`src/rtl/encode_8_3_pkg.sv`:
```
// Shared constants and FSM state type for the 8-to-3 request encoder.
package encode_8_3_pkg;
  localparam int N = 8;
  localparam int W = 3;

  typedef enum logic {
    IDLE = 1'b0,
    HOLD = 1'b1
  } state_e;
endpackage

```
`src/rtl/rr_pick_8.sv`:
```
// Combinational picker: round-robin from a start pointer, or fixed highest-index priority.
module rr_pick_8
  import encode_8_3_pkg::*;
(
  input  logic [N-1:0] c_i,
  input  logic [W-1:0] ptr_i,
  input  logic         rr_i,
  output logic [W-1:0] idx_o,
  output logic         found_o
);

  always_comb begin
    idx_o   = '0;
    found_o = |c_i;
    if (rr_i) begin
      // Scan offsets downward so the surviving hit is the first set bit at or after ptr.
      for (int k = N - 1; k >= 0; k--) begin
        if (c_i[ptr_i + W'(k)]) idx_o = ptr_i + W'(k);
      end
    end else begin
      for (int i = 0; i < N; i++) begin
        if (c_i[i]) idx_o = W'(i);
      end
    end
  end

endmodule

```
`src/rtl/encode_8_3.sv`:
```
// Registered priority encoder with pending-request capture, valid/ack handshake and overflow flag.
module encode_8_3
  import encode_8_3_pkg::*;
#(
  parameter int RR = 1
) (
  input  logic         clk,
  input  logic         rst_n,
  input  logic         E,
  input  logic [N-1:0] In,
  input  logic         ack,
  output logic [W-1:0] Out,
  output logic         V,
  output logic [N-1:0] Pend,
  output logic         Ovf
);

  state_e         state_q, state_d;
  logic [W-1:0]   out_q, out_d;
  logic           v_q, v_d;
  logic [N-1:0]   pend_q, pend_d;
  logic           ovf_q, ovf_d;
  logic [W-1:0]   ptr_q, ptr_d;

  logic [N-1:0]   cap, cand, serve_oh;
  logic [W-1:0]   pick_idx;
  logic           pick_found;
  logic           serve;

  assign cap  = E ? In : '0;
  assign cand = pend_q | cap;

  rr_pick_8 u_pick (
    .c_i     (cand),
    .ptr_i   (ptr_q),
    .rr_i    (RR != 0),
    .idx_o   (pick_idx),
    .found_o (pick_found)
  );

  assign serve    = E && pick_found && ((state_q == IDLE) || ack);
  assign serve_oh = serve ? (N'(1) << pick_idx) : '0;

  always_comb begin
    // NOTE: every next-state signal gets a default first so no path leaves it unassigned (no latches).
    state_d = state_q;
    out_d   = out_q;
    v_d     = v_q;
    ptr_d   = ptr_q;
    ovf_d   = ovf_q | (|(cap & pend_q & ~serve_oh));
    // A served bit that came only from In is consumed; if it was already pending, a same-edge In bit re-arms it.
    pend_d  = (pend_q & ~serve_oh) | (cap & ~(serve_oh & ~pend_q));

    if (serve) begin
      state_d = HOLD;
      out_d   = pick_idx;
      v_d     = 1'b1;
      if (RR != 0) ptr_d = pick_idx + W'(1);
    end else if ((state_q == HOLD) && ack) begin
      state_d = IDLE;
      v_d     = 1'b0;
    end
  end

  // NOTE: sequential state uses non-blocking assignments so all flops update together at the edge.
  always_ff @(posedge clk or negedge rst_n) begin
    if (!rst_n) begin
      state_q <= IDLE;
      out_q   <= '0;
      v_q     <= 1'b0;
      pend_q  <= '0;
      ovf_q   <= 1'b0;
      ptr_q   <= '0;
    end else begin
      state_q <= state_d;
      out_q   <= out_d;
      v_q     <= v_d;
      pend_q  <= pend_d;
      ovf_q   <= ovf_d;
      ptr_q   <= ptr_d;
    end
  end

  assign Out  = out_q;
  assign V    = v_q;
  assign Pend = pend_q;
  assign Ovf  = ovf_q;

endmodule

```
`config.mk`:
```
export PLATFORM = sky130hd
export DESIGN_NAME = encode_8_3
export DESIGN_NICKNAME = d
export VERILOG_FILES = /design/src/rtl/encode_8_3_pkg.sv /design/src/rtl/rr_pick_8.sv /design/src/rtl/encode_8_3.sv
export SDC_FILE = /design/constraint.sdc
export NUM_CORES = 1
export LEC_CHECK = 0
export BUFFER_PORTS_ARGS = -buffer_cell sky130_fd_sc_hd__buf_2
export CORE_UTILIZATION = 40
export DETAILED_ROUTE_END_ITERATION = 7
export SYNTH_ARGS = -nofsm -noshare
export SYNTH_HDL_FRONTEND = slang
export SYNTH_HIERARCHICAL = 1
export SYNTH_SLANG_ARGS = --single-unit
```
`constraint.sdc`:
```
create_clock -name clk -period 4.9 [get_ports clk]
set_input_delay 0.735 -clock clk [delete_from_list [all_inputs] [get_ports clk]]
set_output_delay 0.735 -clock clk [all_outputs]
set_load 0.05 [all_outputs]
```
==> out/results.txt <==
The wire length per cell after detailed routing came out at 17.7 µm. The commonest cells after synthesis are sky130_fd_sc_hd__nand2_1, sky130_fd_sc_hd__mux2i_1, sky130_fd_sc_hd__dfrtp_1, sky130_fd_sc_hd__nand3_1. Data on the critical path arrives at its endpoint at 4.35 ns. The layout has 453 filler cells. The cell type group with the largest total delay on the critical path was compound AO/OA/AOI/OAI gates. The first-pass iteration count of the detailed router is 4. The number of setup buffers added after CTS is 0. Buffers placed on the I/O ports in this run total 24. After global routing the overflow that remains totals 0.

The biggest area contributor in the post-synthesis netlist is sky130_fd_sc_hd__dfrtp_1. The shortest period the worst path allows works out to 4.21 ns. Counting the buffers created by CTS gives 3. Cell total after placement: 288. Count of hold buffers inserted by post-cts repair: 0. The logs give 6 for the count of synthesis-stage warnings from yosys and 2330 µm for the length of routed met2 wiring.

The analysis attributes to cell leakage a power of 0.868 nW. The tool flagged a number of max-cap violations equal to 0. The tools report the count of vias placed by the detailed router as 1831.

The tightest min-delay check is of the input pin to async pin type. Measured along the y axis, the die boundary spans 71.5 µm. Across the VDD grid, the largest voltage drop is 0.277 mV. The synthesized design devotes to its leading area cell type 20.7% of total area. The count of state elements after synthesis was 16. The critical path goes through buf_2 > and2_1 > or2_2 > mux4_1 > mux2i_1 > nand3_1 > a41oi_1 > ha_1 > ha_1 > nor2_1 > o311a_1 > a2111o_1. Cells with a size suffix above 1 make up 18.8% of the layout. The via count of the first global-routing pass is 1634, and the die width is 71.5 µm. The final-report max-slew violation count was 0; the number of sinks on the clock net was 16. The run gives 5120 µm² as the die area.

In the post-synthesis netlist, the biggest area contributors are sky130_fd_sc_hd__dfrtp_1, sky130_fd_sc_hd__mux2i_1, sky130_fd_sc_hd__mux4_1. The total nets after synthesis came out at 247. For the pin with the worst max-slew slack, the measured transition is 0.773 ns.

Setup repair after global routing left no endpoint under its margin. In this run the cell area of the synthesized design comes to 1930 µm². The logs give 400 µm² for the combined flip-flop and latch cell area and 261 for the post-layout net count. Entering global routing, the biggest net connects 27 pins. Diode insertion count for antenna repair: 0.

The least setup slack across all paths after layout was 0.690 ns. The slowest stage of the critical path is the sky130_fd_sc_hd__mux4_1 cell. Routability-driven placement finished with a final weighted congestion of 0.885. Clock slew seen by the registers of the worst setup and hold paths: 0.07 ns. After floorplanning, the core was divided into 24 placement rows. I/O pin count: 25. The endpoint class of the critical path is a flop.

For this block, wires on met1 add up to 2440 µm. The half-perimeter wire length after placement is 3720 µm, and the max-slew headroom at the worst pin is 48.5%. Summed over all nets, wire length on met3 after detailed routing comes to 252 µm.

After layout, the worst path uses 85.9% of the clock period. OpenSTA, run right after detailed placement, puts the worst setup slack at 0.508 ns. STA classifies the critical path startpoint as an input pin.

The primary flip-flop cell chosen by synthesis mapping is sky130_fd_sc_hd__dfrtp_1. The initial antenna violation count is 0, and the count of non-filler cells in the finished layout is 292. The achievable clock frequency was 238 MHz. The wire length reported by the detailed router was 5150 µm; the number of failing hold endpoints at the final stage was 0. The fraction of registers with async set or reset after synthesis is 100%, and the number of DRC violations after detailed routing is 0. Setup violations remaining at the end of the flow were counted as 0.

STA puts the critical path data required time at 5.04 ns. The cell sitting at the root of the clock tree is a sky130_fd_sc_hd__clkbuf_8. The area growth from synthesis to layout is 9.25%.

The detail-routed via count per cell was 6.27. In this run the top signal layer used is met4. The first global-routing pass estimated 8400 µm of wire.

The tools report the first element of the critical path as E. The logs give 1 for the deepest level of the CTS H-tree and 2 for the number of buffers between clock root and the deepest sink. The effective utilization at floorplan came out at 42.9%. Along the worst path, the maximum fanout reaches 19. Counting distinct cell types in the post-synthesis netlist gives 59.

Dividing total power by cell area gives a power density of 580 nW/µm². The per-instance average area after synthesis is 8.52 µm², and the share of synthesized area occupied by flip-flops and latches is 20.7%. The critical path is of the input pin to flop type.

Summing all multi-input logic gate instances after layout gives 1400 µm². The run finished with clean final reports. By instance count, the leading cell after synthesis is sky130_fd_sc_hd__nand2_1. By instance count, the cell type seen most on the critical path is sky130_fd_sc_hd__ha_1. The number of gates given a new drive strength after cts was 0; the number of nets still failing antenna checks after routing was 0. For the later-pin clock latency in the skew report, the log shows 0.26 ns. Global routing used 20.8% of the available tracks across all layers.

Setup total negative slack on the finished layout was measured at 0 ns. The number of instances in the synthesized netlist is 227, and the number of synthesized flops with an enable pin is 0. For the final database, setup skew stands at 0.0101 ns. TritonCTS built the clock tree.

In this design, the stage delay of the slowest critical-path cell is 0.55 ns. The placeable core region was 4500 µm²; the starting DRC count in detailed routing was 138. The startpoint identified for the worst register-to-register timing path is ptr_q[0]. The number of buffer and inverter stages on the critical path was 1.
## routing by layer
metal,up-vias,track usage [%]
met3,13,2.11
met2,72,32.3
met1,870,30.7
li1,876,-
met5,-,0
met4,0,6.54
## final cells by class
| type | count | area share, % |
|---|---|---|
| Multi-Input combinational cell | 180 | 66.3 |
| Sequential cell | 16 | 18.9 |
| Timing Repair Buffer | 27 | 6.75 |
| Tap cell | 52 | 3.08 |
| Clock buffer | 4 | 2.61 |
| Inverter | 13 | 2.31 |
## state kept, by name, summed over array words and instances (netlist names)
name,count
Out,3
V,1
Ovf,1
Pend,8
ptr_q,3
## through the flow
step / util (%) / hold WS [ns] / instance area, µm² / total power, mW
2_1_floorplan: - / 0.439 / 1930 / 0.928
3_3_place_gp: 45.7 / 0.464 / 2060 / 1.10
3_5_place_dp: 45.7 / 0.470 / 2060 / 1.09
4_1_cts: 46.9 / 0.394 / 2110 / 1.22
5_1_grt: 46.9 / 0.424 / 2110 / 1.31
6_report: 46.9 / 0.388 / 2110 / 1.23
## where the power goes
group | total [mW] | switching [mW] | internal (mW)
clock network | 0.119 | 0.0476 | 0.0714
logic | 0.884 | 0.552 | 0.332
registers | 0.223 | 0.0552 | 0.168
## cells by family after synthesis
kind of cell	count (synthesis)	share of synthesized area (%)
adders and majority gates	9	5.69
other	1	0.194
buffers and inverters	31	6.86
xor gates and xnor gates	4	2.20
and+or+nand+nor	72	18.3
DFF	16	20.7
AOI/OAI and AO/OA	62	22.9
muxes	32	23.2
## path summary, 6_finish.rpt
| check | end | slack, ns | cells after the start |
|---|---|---|---|
| max | Ovf | 0.69 | 12 |
| min | Pend[2] | 0.39 | 1 |
| max reg2reg | Ovf | 0.83 | 13 |
| min reg2reg | Out[2] | 0.49 | 2 |
| max in group asynchronous | ptr_q[2] | 4.23 | 1 |
| min in group clk | Out[2] | 0.49 | 2 |
## placed cells by master (no fill, tap or decap), drive strengths merged, types with 3 or more instances in the layout
cell / n
buf: 27
nor2: 10
nand3: 17
o2111ai: 3
a22oi: 4
mux4: 8
mux2i: 24
inv: 13
nand2b: 3
nor3: 3
o221ai: 5
a21o: 4
nand2: 28
a21oi: 8
clkbuf: 4
dfrtp: 16
a31oi: 6
o21ai: 13
o22ai: 3
ha: 8
(Power assumes the default switching activity.)
